--- src/rtl/coin_dispenser.sv ---
// Change dispenser: pays a refund amount out of five denomination hoppers,
// largest coin first, one handshaked coin at a time, with inventory and jam tracking.
module coin_dispenser #(
  parameter logic [3:0] HOPPER_INIT  = 4'd15,
  parameter int         PULSE_CYCLES = 4,
  parameter logic [7:0] ACK_TIMEOUT  = 8'd255
) (
  input  logic       clk,
  input  logic       reset,
  input  logic       start,
  input  logic [7:0] amount,
  input  logic       load_hopper,
  input  logic [4:0] load_denom,
  input  logic [3:0] load_count,
  input  logic       coin_ack,
  output logic [4:0] coin,
  output logic       coin_out,
  output logic       busy,
  output logic       done,
  output logic       short,
  output logic       fault,
  output logic [7:0] remaining,
  output logic [3:0] five,
  output logic [3:0] ten,
  output logic [3:0] twenty,
  output logic [3:0] fifty,
  output logic [3:0] hundred
);

  localparam int PW = (PULSE_CYCLES > 1) ? $clog2(PULSE_CYCLES) : 1;

  typedef enum logic [2:0] {IDLE, SELECT, DRIVE, WAIT_ACK, DONE, FAULT} state_t;

  state_t      state_reg, state_next;
  logic [7:0]  remaining_reg;
  logic [4:0]  coin_reg;
  logic        short_reg;
  logic [PW-1:0] pulse_cnt_reg;
  logic [7:0]  wait_cnt_reg;

  logic [4:0]  eligible;
  logic [4:0]  pick;
  logic [7:0]  coin_val;
  logic [4:0][3:0] count_all;
  logic        start_take;
  logic        load_take;
  logic        ack_take;
  logic        pulse_last;
  logic        timeout;

  // Hopper index 0..4 maps to 5, 10, 20, 50, 100, matching the one-hot bit position.
  function automatic logic [7:0] denom_val(input int idx);
    case (idx)
      0:       return 8'd5;
      1:       return 8'd10;
      2:       return 8'd20;
      3:       return 8'd50;
      4:       return 8'd100;
      default: return 8'd0;
    endcase
  endfunction

  assign start_take = (state_reg == IDLE) && start;
  assign load_take  = (state_reg == IDLE) && load_hopper && !start;
  assign ack_take   = (state_reg == WAIT_ACK) && coin_ack;
  assign pulse_last = (pulse_cnt_reg == PW'(PULSE_CYCLES - 1));
  assign timeout    = (state_reg == WAIT_ACK) && !coin_ack &&
                      (wait_cnt_reg == ACK_TIMEOUT - 8'd1);

  genvar gi;
  generate
    for (gi = 0; gi < 5; gi++) begin : g_hopper
      logic [3:0] hop_reg;
      logic [3:0] cnt_reg;

      // Non-one-hot selects never equal a single bit, so they load nothing.
      always_ff @(posedge clk or posedge reset) begin
        if (reset) begin
          hop_reg <= HOPPER_INIT;
        end else if (load_take && (load_denom == (5'b00001 << gi))) begin
          hop_reg <= load_count;
        end else if (ack_take && coin_reg[gi]) begin
          hop_reg <= hop_reg - 4'd1;
        end
      end

      always_ff @(posedge clk or posedge reset) begin
        if (reset) begin
          cnt_reg <= 4'd0;
        end else if (start_take) begin
          cnt_reg <= 4'd0;
        end else if (ack_take && coin_reg[gi] && (cnt_reg != 4'hF)) begin
          cnt_reg <= cnt_reg + 4'd1;
        end
      end

      assign eligible[gi]  = (remaining_reg >= denom_val(gi)) && (hop_reg != 4'd0);
      assign count_all[gi] = cnt_reg;
    end
  endgenerate

  // Later (larger) indices overwrite earlier ones, so the largest eligible coin wins.
  always_comb begin
    pick = 5'b00000;
    for (int i = 0; i < 5; i++) begin
      if (eligible[i]) pick = 5'b00001 << i;
    end
  end

  always_comb begin
    coin_val = 8'd0;
    for (int i = 0; i < 5; i++) begin
      if (coin_reg[i]) coin_val = denom_val(i);
    end
  end

  always_ff @(posedge clk or posedge reset) begin
    if (reset) state_reg <= IDLE;
    else       state_reg <= state_next;
  end

  always_comb begin
    state_next = state_reg;
    case (state_reg)
      IDLE:     if (start) state_next = SELECT;
      SELECT:   state_next = (pick != 5'b00000) ? DRIVE : DONE;
      DRIVE:    if (pulse_last) state_next = WAIT_ACK;
      WAIT_ACK: begin
        if (coin_ack)     state_next = SELECT;
        else if (timeout) state_next = FAULT;
      end
      DONE:     state_next = IDLE;
      FAULT:    state_next = FAULT;
      default:  state_next = IDLE;
    endcase
  end

  always_comb begin
    coin     = 5'b00000;
    coin_out = 1'b0;
    busy     = (state_reg != IDLE);
    done     = (state_reg == DONE);
    fault    = (state_reg == FAULT);
    if (state_reg == DRIVE || state_reg == WAIT_ACK) coin = coin_reg;
    if (state_reg == DRIVE) coin_out = 1'b1;
  end

  always_ff @(posedge clk or posedge reset) begin
    if (reset) begin
      remaining_reg <= 8'd0;
      coin_reg      <= 5'b00000;
      short_reg     <= 1'b0;
      pulse_cnt_reg <= '0;
      wait_cnt_reg  <= 8'd0;
    end else begin
      if (start_take) begin
        remaining_reg <= amount;
        short_reg     <= 1'b0;
      end else if (ack_take) begin
        remaining_reg <= remaining_reg - coin_val;
      end
      if (state_reg == SELECT) begin
        coin_reg <= pick;
        if (pick == 5'b00000 && remaining_reg != 8'd0) short_reg <= 1'b1;
      end
      pulse_cnt_reg <= (state_reg == DRIVE && state_next == DRIVE) ? pulse_cnt_reg + PW'(1) : '0;
      wait_cnt_reg  <= (state_reg == WAIT_ACK && state_next == WAIT_ACK) ? wait_cnt_reg + 8'd1 : 8'd0;
    end
  end

  assign short     = short_reg;
  assign remaining = remaining_reg;
  assign five      = count_all[0];
  assign ten       = count_all[1];
  assign twenty    = count_all[2];
  assign fifty     = count_all[3];
  assign hundred   = count_all[4];

endmodule

--- config.mk ---
export PLATFORM = sky130hd
export DESIGN_NAME = coin_dispenser
export DESIGN_NICKNAME = d
export VERILOG_FILES = /design/src/rtl/coin_dispenser.sv
export SDC_FILE = /design/constraint.sdc
export NUM_CORES = 1
export LEC_CHECK = 0
export ABC_AREA = 1
export CORE_MARGIN = 1.5
export CORE_UTILIZATION = 59
export CTS_CLUSTER_SIZE = 28
export DETAILED_ROUTE_END_ITERATION = 12
export PLACE_DENSITY = 0.86
export SLEW_MARGIN = 20
export SYNTH_ARGS = -nofsm -noshare
export SYNTH_HDL_FRONTEND = slang
export SYNTH_SLANG_ARGS = --single-unit
--- constraint.sdc ---
create_clock -name clk -period 6.2 [get_ports clk]
set_clock_uncertainty 0.1 [all_clocks]
set_input_delay 1.24 -clock clk [delete_from_list [all_inputs] [get_ports clk]]
set_output_delay 1.24 -clock clk [all_outputs]
set_load 0.01 [all_outputs]
Word-level counts from Yosys, hierarchy flattened --
Index checks and enable logic that the tools add are counted.
Cells by class: bitwise logic cells 0, eq/ne operators 19, add/sub/neg operators 13, divide/modulo/power cells 0, shifts and indexed selects 0, $lt $le $gt $ge 5, muxes and demuxes 45, reduce and logical (&&, ||, !) cells 53, multiply operators 0
Operator list (number):
- 2-to-1 mux 4 bit | 20
- 2-to-1 mux 8 bit | 7
- logical AND 1 bit | 29
- 2-to-1 mux 5 bit | 5
- nonzero test 2 bit | 11
- adder 4 x 1 -> 4 bit (second input constant) | 5
- inequality test 4 bit (second input constant) | 5
- nonzero test 4 bit | 5
- subtractor 4 x 1 -> 4 bit (second input constant) | 5
- 2-to-1 mux 3 bit | 6
- case mux 3 bit (5 select lines) | 1
- equality test 3 x 2 -> 1 bit (second input constant) | 4
- adder 8 x 1 -> 8 bit (second input constant) | 1
- equality test 8 bit (second input constant) | 1
- >= comparator 8 x 3 -> 1 bit (second input constant) | 1
- >= comparator 8 x 4 -> 1 bit (second input constant) | 1
- >= comparator 8 x 5 -> 1 bit (second input constant) | 1
- >= comparator 8 x 6 -> 1 bit (second input constant) | 1
- >= comparator 8 x 7 -> 1 bit (second input constant) | 1
- nonzero test 8 bit | 1
- subtractor 8 bit | 1
- equality test 3 bit (second input constant) | 2
- equality test 5 x 1 -> 1 bit (second input constant) | 1
- equality test 5 x 2 -> 1 bit (second input constant) | 1
- other kinds (14) | 19
Word-level totals: logic and storage cells 151, bits in writable memories 0, memories kept 0, output and inout bits 38, bits in registers 67, bits in latches 0, input port bits 22, ROM bits 0

Longest topological paths before layout --
Gate-level depths: netlist of run 1.
word-level depth 13, mapped depth 13, depth with buffers taken out 13

Worst setup path after synthesis of run 1 --
OpenSTA, ideal clock, no wires.
path type register to output, from register state_reg[0], to output port coin[0], arrival time 1.296 ns, setup slack 3.564 ns, path buffers 0, data required time 4.860 ns, cell stages (with the launch flop) 6, cell sequence dfrtp_1 nor3_1 inv_1 nand2_1 inv_1 nor2_1
Between the ends: word-level cells in the longest chain between the ends 3, elaborated cells between the ends (all ways) 4, classes of those cells 2 x eq/ne; 1 x mux; 1 x reduce/logical
Ends and longest elaborated chain:
- start: declaration | line 34 | state_t state_reg, state_next;
- start signal: assignment | line 119 | else state_reg <= state_next;
- equality test 3 x 2 -> 1 bit | line 144 | if (state_reg == DRIVE || state_reg == WAIT_ACK) coin = coin_reg;
- logical OR 1 bit * | line 144
- 2-to-1 mux 5 bit * | line 144
- end: declaration | line 16 | output logic [4:0] coin,
Mark *: on every way between the ends. The rest lies on a longest branch, timed or not.

Final worst setup path of run 1 --
from register state_reg[1], to output port coin[2]
The elaborated chain is that of the path after synthesis.

==> impl_metrics.sql, run 1 <==
INSERT INTO impl_metrics (metric_group, metric, value, unit) VALUES
('cts', 'clock_insertion_delay_worst_skew', '350', 'ps'),
('timing', 'worst_slew_margin_rel', '44.5', '%'),
('synthesis', 'synth_top_area_share', '29.3', '%'),
('die', 'design.die.area', '7310', 'µm²'),
('finish', 'stdcell_area', '4900', 'µm²'),
('finish', 'diodes', '0', ''),
('synthesis', 'post-synth-top-area-cell', 'sky130_fd_sc_hd__dfrtp_1', ''),
('global_route', 'first_pass_grt_wire_length', '15900', 'µm'),
('critical_path', 'timing.setup.critical_path_class', 'reg2out', ''),
('die', 'die_height', '85.5', 'µm'),
('global_route', 'grt_util_all_layers', '27.8', '%'),
('critical_path', 'start_kind', 'register', ''),
('synthesis', 'yosysWarnings', '0', ''),
('finish', 'instances_no_fill', '657', ''),
('cts', 'cts-hold-fix-buffers', '0', ''),
('drt', 'drt_pre_antenna_iters', '9', ''),
('power_and_ir_drop', 'irDropWorstVdd', '0.334', 'mV'),
('finish', 'layout.nets', '618', ''),
('cts', 'clkSinkCount', '67', ''),
('synthesis', 'synth.net_count', '549', ''),
('hold_path', 'hold_path_class', 'reg2reg', ''),
('die', 'rows', '29', ''),
('finish', 'largest_reg_flops', '20', ''),
('synthesis', 'postSynth.topFlopCell', 'sky130_fd_sc_hd__dfrtp_1', ''),
('drt', 'drt_drc_violations_left', '5', ''),
('cts', 'cts_buffers', '9', ''),
('global_route', 'antenna_found_initial', '0', ''),
('drt', 'wl', '9510', 'µm'),
('finish', 'final_core_util', '75.9', '%'),
('synthesis', 'post_synthesis_register_bit_count', '67', ''),
('critical_path', 'worst_ep_arrival_time', '2240', 'ps'),
('power_and_ir_drop', 'fin_total_pwr', '0.00220', 'W'),
('die', 'io_pins', '60', ''),
('placement', 'placed_insts', '641', ''),
('timing', 'report.final.slew_viol_count', '0', ''),
('finish', 'layout.cells.most_common_list', 'sky130_fd_sc_hd__nand2_1 (101), sky130_fd_sc_hd__inv_1 (73), sky130_fd_sc_hd__nor2_1 (60)', ''),
('placement', 'numPortBuffers', '59', ''),
('cts', 'cell_at_the_root_of_the_clock_tree', 'sky130_fd_sc_hd__clkbuf_8', ''),
('drt', 'post_drt_via_cell_ratio', '5.66', ''),
('finish', 'areaGrowthSynthToFinish', '22.1', '%'),
('drt', 'routed_antenna_nets', '0', ''),
('timing', 'hold_viol', '0', ''),
('global_route', 'first_global_vias', '3554', ''),
('critical_path', 'timing.critical_path.fanout_max', '5', ''),
('timing', 'finalCriticalPeriod', '3580', 'ps'),
('finish', 'layout.cells.most_common', 'sky130_fd_sc_hd__nand2_1', ''),
('timing', 'setup-tns-final', '0', 'ps'),
('die', 'initial_utilization', '62.2', '%'),
('run', 'maxCapViolCount', '0', ''),
('cts', 'cts_resized', '0', ''),
('cts', 'cts.reportedPaths.clkPinSlew', '70', 'ps'),
('die', 'core_area', '6460', 'µm²'),
('placement', 'hpwlAfterDp', '6870', 'µm'),
('global_route', 'grt_max_degree', '68', ''),
('drt', 'drt_iter0_markers', '237', ''),
('finish', 'layout-drive-gt1-share', '9.66', '%'),
('cts', 'number_of_h_tree_levels', '3', ''),
('outcome', 'status', 'finished, violations left', ''),
('placement', 'placed_area', '4700', 'µm²'),
('synthesis', 'syn-mean-instance-area', '7.93', 'µm²'),
('power_and_ir_drop', 'p_per_area', '448', 'nW/µm²'),
('timing', 'grt_setup_unrepaired', 'no', ''),
('cts', 'post_cts.repair.setup_buffers', '0', ''),
('outcome', 'failed_checks', 'design-rule violations', ''),
('timing', 'share_of_the_cycle_needed_by_the_critical_path_after_routing', '57.7', '%'),
('die', 'die_width', '85.5', 'µm'),
('synthesis', 'ys_seq_area_share', '42.4', '%'),
('power_and_ir_drop', 'leakage', '2.36', 'nW'),
('critical_path', 'worstSetupEndpointType', 'output port', ''),
('synthesis', 'ys_top_cells_by_area', 'sky130_fd_sc_hd__dfrtp_1 (29%), sky130_fd_sc_hd__dfstp_2 (13%), sky130_fd_sc_hd__nand2_1 (9.4%)', ''),
('cts', 'tritoncts', 'done', '');
routing by layer:
layer	up-vias	global-route usage, %	wire length [µm]
met1	1767	34.2	3940
met5	-	0	0
li1	1818	-	-
met4	0	14.4	245
met2	113	47.0	4760
met3	21	4.72	559
final timing paths:
check	startpoint	endpoint	slack (ps)	cells after the start
max	state_reg[1]$_DFF_PP0_	coin[2]	2620	7
max in group asynchronous	reset	remaining[3]$_DFFE_PP0P_	4090	3
max reg2reg	coin_reg[1]$_DFFE_PP0P_	remaining[4]$_DFFE_PP0P_	3930	11
min	pulse_cnt_reg[0]$_DFF_PP0_	pulse_cnt_reg[0]$_DFF_PP0_	330	1
min reg2reg	pulse_cnt_reg[0]$_DFF_PP0_	pulse_cnt_reg[0]$_DFF_PP0_	330	1
min in group asynchronous	reset	twenty[2]$_DFFE_PP0P_	1340	3
through the flow:
step           hold WS, ps  setup slack [ps]
3_3_place_gp           320              3090
2_1_floorplan          308              3210
6_report               333              2620
4_1_cts                335              2630
3_5_place_dp           325              3010
5_1_grt                358              2490
cells by family (layout without fill, tap and decap cells):
kind of cell,after synthesis,after routing,share of synthesized area (%)
fa+ha+maj,21,21,6.73
flops,67,67,42.4
compound gates,68,68,10.5
buf+inv,81,155,7.73
xor+xnor,19,19,4.14
simple gates,250,250,28.5
worst max-delay path, stage by stage, from the launching register on:
cell	delay, ps
sky130_fd_sc_hd__dfrtp_1	420
sky130_fd_sc_hd__inv_1	100
sky130_fd_sc_hd__nor3_1	340
sky130_fd_sc_hd__inv_1	100
sky130_fd_sc_hd__nand2_1	70
sky130_fd_sc_hd__inv_1	110
sky130_fd_sc_hd__nor2_1	180
sky130_fd_sc_hd__clkdlybuf4s50_1	570
layout make-up:
class,instances,area [µm²]
Fill cell,494,1560
Timing Repair Buffer,61,606
Clock inverter,3,65.1
Multi-Input combinational cell,358,2000
Inverter,78,293
Sequential cell,67,1700
Clock buffer,13,139
Tap cell,77,96.3
synth_stat cells (5+ instances only):
cell type / count
sky130_fd_sc_hd__nand4_1: 7
sky130_fd_sc_hd__o21ai_0: 24
sky130_fd_sc_hd__o221ai_1: 13
sky130_fd_sc_hd__a21oi_1: 16
sky130_fd_sc_hd__dfrtp_1: 47
sky130_fd_sc_hd__xor2_1: 15
sky130_fd_sc_hd__ha_1: 20
sky130_fd_sc_hd__nor2_1: 60
sky130_fd_sc_hd__nand2_1: 101
sky130_fd_sc_hd__inv_1: 74
sky130_fd_sc_hd__o22ai_1: 6
sky130_fd_sc_hd__nand3_1: 56
sky130_fd_sc_hd__o211ai_1: 5
sky130_fd_sc_hd__dfstp_2: 20
report_power, final:
part / total (W) / switching [W] / internal [W]
clock network: 0.000395 / 0.000168 / 0.000227
logic: 0.00107 / 0.000624 / 0.000447
registers: 0.000729 / 0.000126 / 0.000603
total: 0.00220 / 0.000919 / 0.00128
(Power assumes the default switching activity.)
==> run 2, diff against run 1 <==
--- a/config.mk
+++ b/config.mk
@@ -7,10 +7,10 @@
 export LEC_CHECK = 0
 export ABC_AREA = 1
 export CORE_MARGIN = 1.5
-export CORE_UTILIZATION = 59
+export CORE_UTILIZATION = 49
 export CTS_CLUSTER_SIZE = 28
 export DETAILED_ROUTE_END_ITERATION = 12
-export PLACE_DENSITY = 0.86
+export PLACE_DENSITY = 0.76
 export SLEW_MARGIN = 20
 export SYNTH_ARGS = -nofsm -noshare
 export SYNTH_HDL_FRONTEND = slang
==> constraint.sdc (replaced) <==
create_clock -name clk -period 3.2 [get_ports clk]
set_clock_uncertainty 0.1 [all_clocks]
set_input_delay 0.64 -clock clk [delete_from_list [all_inputs] [get_ports clk]]
set_output_delay 0.64 -clock clk [all_outputs]
set_load 0.01 [all_outputs]
==> impl_metrics.sql, run 2 (synthesis results as in run 1) <==
INSERT INTO impl_metrics (metric_group, metric, value, unit) VALUES
('hold_path', 'holdPathStages', '1', ''),
('cts', 'cts-hold-fix-buffers', '0', ''),
('critical_path', 'timing.rr.end', 'remaining[4]$_DFFE_PP0P_', ''),
('critical_path', 'crit_chain', 'inv_1 > nor3_1 > inv_1 > nand2_1 > inv_1 > nor2_1 > clkdlybuf4s50_1', ''),
('critical_path', 'worst_ep_arrival_time', '2200', 'ps'),
('cts', 'clkSinkCount', '67', ''),
('cts', 'cts_max_path_buffers', '2', ''),
('die', 'die_width', '93.5', 'µm'),
('global_route', 'first_pass_grt_wire_length', '16700', 'µm'),
('power_and_ir_drop', 'power.share.combinational', '49.5', '%'),
('timing', 'hold_viol', '0', ''),
('timing', 'fin_ws', '256', 'ps'),
('die', 'rows', '32', ''),
('timing', 'worst_slew_margin_rel', '62.5', '%'),
('cts', 'cell_at_the_root_of_the_clock_tree', 'sky130_fd_sc_hd__clkbuf_8', ''),
('hold_path', 'hold_path_class', 'reg2reg', ''),
('timing', 'share_of_the_cycle_needed_by_the_critical_path_after_routing', '92.0', '%'),
('outcome', 'status', 'completed', ''),
('run', 'maxCapViolCount', '0', ''),
('cts', 'clock_insertion_delay_worst_skew', '340', 'ps'),
('placement', 'dpl_worst_slack', '694', 'ps'),
('power_and_ir_drop', 'leakage', '2.35', 'nW'),
('critical_path', 'r2r-start', 'coin_reg[1]$_DFFE_PP0P_', ''),
('die', 'design.die.area', '8750', 'µm²'),
('drt', 'drt_pre_antenna_iters', '5', ''),
('global_route', 'globalRouteOverflowTotal', '0', ''),
('timing', 'finalCriticalPeriod', '2940', 'ps'),
('critical_path', 'timing.reg2reg.worst_path_depth', '11', ''),
('cts', 'cts.reportedPaths.clkPinSlew', '70', 'ps'),
('hold_path', 'holdCritStartpoint', 'pulse_cnt_reg[0]$_DFF_PP0_', ''),
('global_route', 'antenna_found_initial', '0', ''),
('power_and_ir_drop', 'internal_power', '0.00239', 'W'),
('cts', 'cts_buffers', '9', ''),
('finish', 'layout.nets', '618', ''),
('hold_path', 'worstHoldEndpoint', 'pulse_cnt_reg[0]$_DFF_PP0_', ''),
('finish', 'layout.cells.most_common', 'sky130_fd_sc_hd__nand2_1', ''),
('global_route', 'first_global_vias', '3607', ''),
('finish', 'areaGrowthSynthToFinish', '23.0', '%'),
('die', 'io_pins', '60', ''),
('die', 'core_area', '7850', 'µm²'),
('power_and_ir_drop', 'clock_power_share', '16.6', '%'),
('critical_path', 'critical-path-max-stage-delay', '560', 'ps'),
('critical_path', 'r2r_setup_slack', '970', 'ps'),
('drt', 'post_drt_via_cell_ratio', '5.36', ''),
('power_and_ir_drop', 'p_per_area', '850', 'nW/µm²'),
('timing', 'grt_setup_unrepaired', 'no', ''),
('timing', 'setup-tns-final', '0', 'ps'),
('timing', 'setup_viol_count_final', '0', ''),
('placement', 'numPortBuffers', '59', ''),
('power_and_ir_drop', 'swShare', '43.0', '%'),
('die', 'die_height', '93.5', 'µm'),
('cts', 'post_cts.repair.setup_buffers', '0', ''),
('drt', 'wl', '9810', 'µm'),
('cts', 'tritoncts', 'done', ''),
('critical_path', 'worstPathRequired', '2460', 'ps'),
('drt', 'wl_per_cell', '14.4', 'µm'),
('placement', 'hpwlAfterDp', '7430', 'µm'),
('critical_path', 'start_kind', 'register', ''),
('finish', 'layout-drive-gt1-share', '10.2', '%'),
('placement', 'routabilityCongestion', '0.898', ''),
('critical_path', 'critical-path-slowest-cell', 'sky130_fd_sc_hd__clkdlybuf4s50_1', ''),
('die', 'initial_utilization', '51.2', '%'),
('power_and_ir_drop', 'seqPwrFrac', '33.9', '%'),
('power_and_ir_drop', 'irDropWorstVdd', '0.666', 'mV'),
('drt', 'routed_antenna_nets', '0', ''),
('critical_path', 'timing.critical_path.fanout_max', '5', ''),
('drt', 'drt_iter0_markers', '192', ''),
('finish', 'num-fill-cells', '701', ''),
('global_route', 'grt_max_degree', '43', ''),
('timing', 'tightestPinTransition', '561', 'ps'),
('power_and_ir_drop', 'p_sw', '0.00180', 'W'),
('finish', 'largest_reg_flops', '20', ''),
('drt', 'route.vias.total', '3657', ''),
('timing', 'report.final.slew_viol_count', '0', ''),
('critical_path', 'timing.setup.critical_path_class', 'reg2out', ''),
('global_route', 'grt_util_all_layers', '24.3', '%'),
('critical_path', 'critical_path.most_common_cell', 'sky130_fd_sc_hd__inv_1', ''),
('drt', 'drt_drc_violations_left', '0', ''),
('finish', 'layout.cells.most_common_list', 'sky130_fd_sc_hd__nand2_1 (101), sky130_fd_sc_hd__inv_1 (73), sky130_fd_sc_hd__nor2_1 (60)', ''),
('cts', 'cts_resized', '0', ''),
('timing', 'timing.fmax', '340', 'MHz'),
('cts', 'number_of_h_tree_levels', '3', ''),
('critical_path', 'worstSetupEndpointType', 'output port', ''),
('finish', 'diodes', '0', '');
## run 2: cell types whose count changed in the layout (fill, tap and decap cells not counted)
| cell | before | now |
|---|---|---|
| sky130_fd_sc_hd__bufinv_16 | 2 | 1 |
| sky130_fd_sc_hd__buf_4 | 2 | 1 |
| sky130_fd_sc_hd__clkbuf_1 | 4 | 1 |
| sky130_fd_sc_hd__clkinv_4 | 0 | 1 |
| sky130_fd_sc_hd__clkinvlp_4 | 0 | 3 |
| sky130_fd_sc_hd__buf_12 | 0 | 1 |
## run 2: worst max path at each step
stage | cells after the start | slack [ps] | start | endpoint
floorplan | 1 | 810 | reset | coin_reg[0]$_DFFE_PP0P_
global placement | 7 | 800 | start | remaining[5]$_DFFE_PP0P_
detailed placement | 7 | 690 | state_reg[1]$_DFF_PP0_ | coin[0]
CTS | 7 | 320 | state_reg[1]$_DFF_PP0_ | coin[0]
global route | 7 | 150 | state_reg[1]$_DFF_PP0_ | coin[2]
finish | 7 | 260 | state_reg[1]$_DFF_PP0_ | coin[0]
## run 2: metrics by stage
stage / area, µm² / hold WS (ps) / instances / utilization [%] / power, W
4_1_cts: 4940 / 363 / 682 / 62.9 / 0.00420
3_3_place_gp: 4740 / 319 / 666 / 60.4 / 0.00340
2_1_floorplan: 4020 / 308 / 506 / - / 0.00282
5_1_grt: 4940 / 383 / 682 / 62.9 / 0.00457
6_report: 4940 / 350 / 682 / 62.9 / 0.00420
3_5_place_dp: 4740 / 353 / 666 / 60.4 / 0.00349
## run 2: worst max-delay path: cells and delay by family (launching register included)
family	cells	cell delay [ps]
buffers and inverters	4	850
and+or+nand+nor	3	580
DFF	1	440
## run 2: area by class of cell
class                   instances  area [µm²]  share of cell area, %
well taps                     102         128                   2.58
repair buffers                 61         618                   12.5
multi-input cells             358        2000                   40.6
inverters                      78         293                   5.93
clock inverters                 6        66.3                   1.34
flip-flops and latches         67        1700                   34.5
clock buffers                  10         128                   2.58
## run 2: power by group through the flow
stage          logic, W  registers [W]  clock network [W]
6_report        0.00208        0.00142           0.000696
5_1_grt         0.00237        0.00146           0.000748
4_1_cts         0.00208        0.00142           0.000705
3_5_place_dp    0.00207        0.00143                  0
3_3_place_gp    0.00199        0.00142                  0
2_1_floorplan   0.00142        0.00140                  0
## run 2: per-layer routing
layer	GRT usage, %	vias to the layer above	part of all wire [%]
met5	0	-	0
met4	6.69	0	1.4
met3	4.39	18	4.4
met2	41.0	101	50
met1	32.0	1733	44
li1	-	1805	-
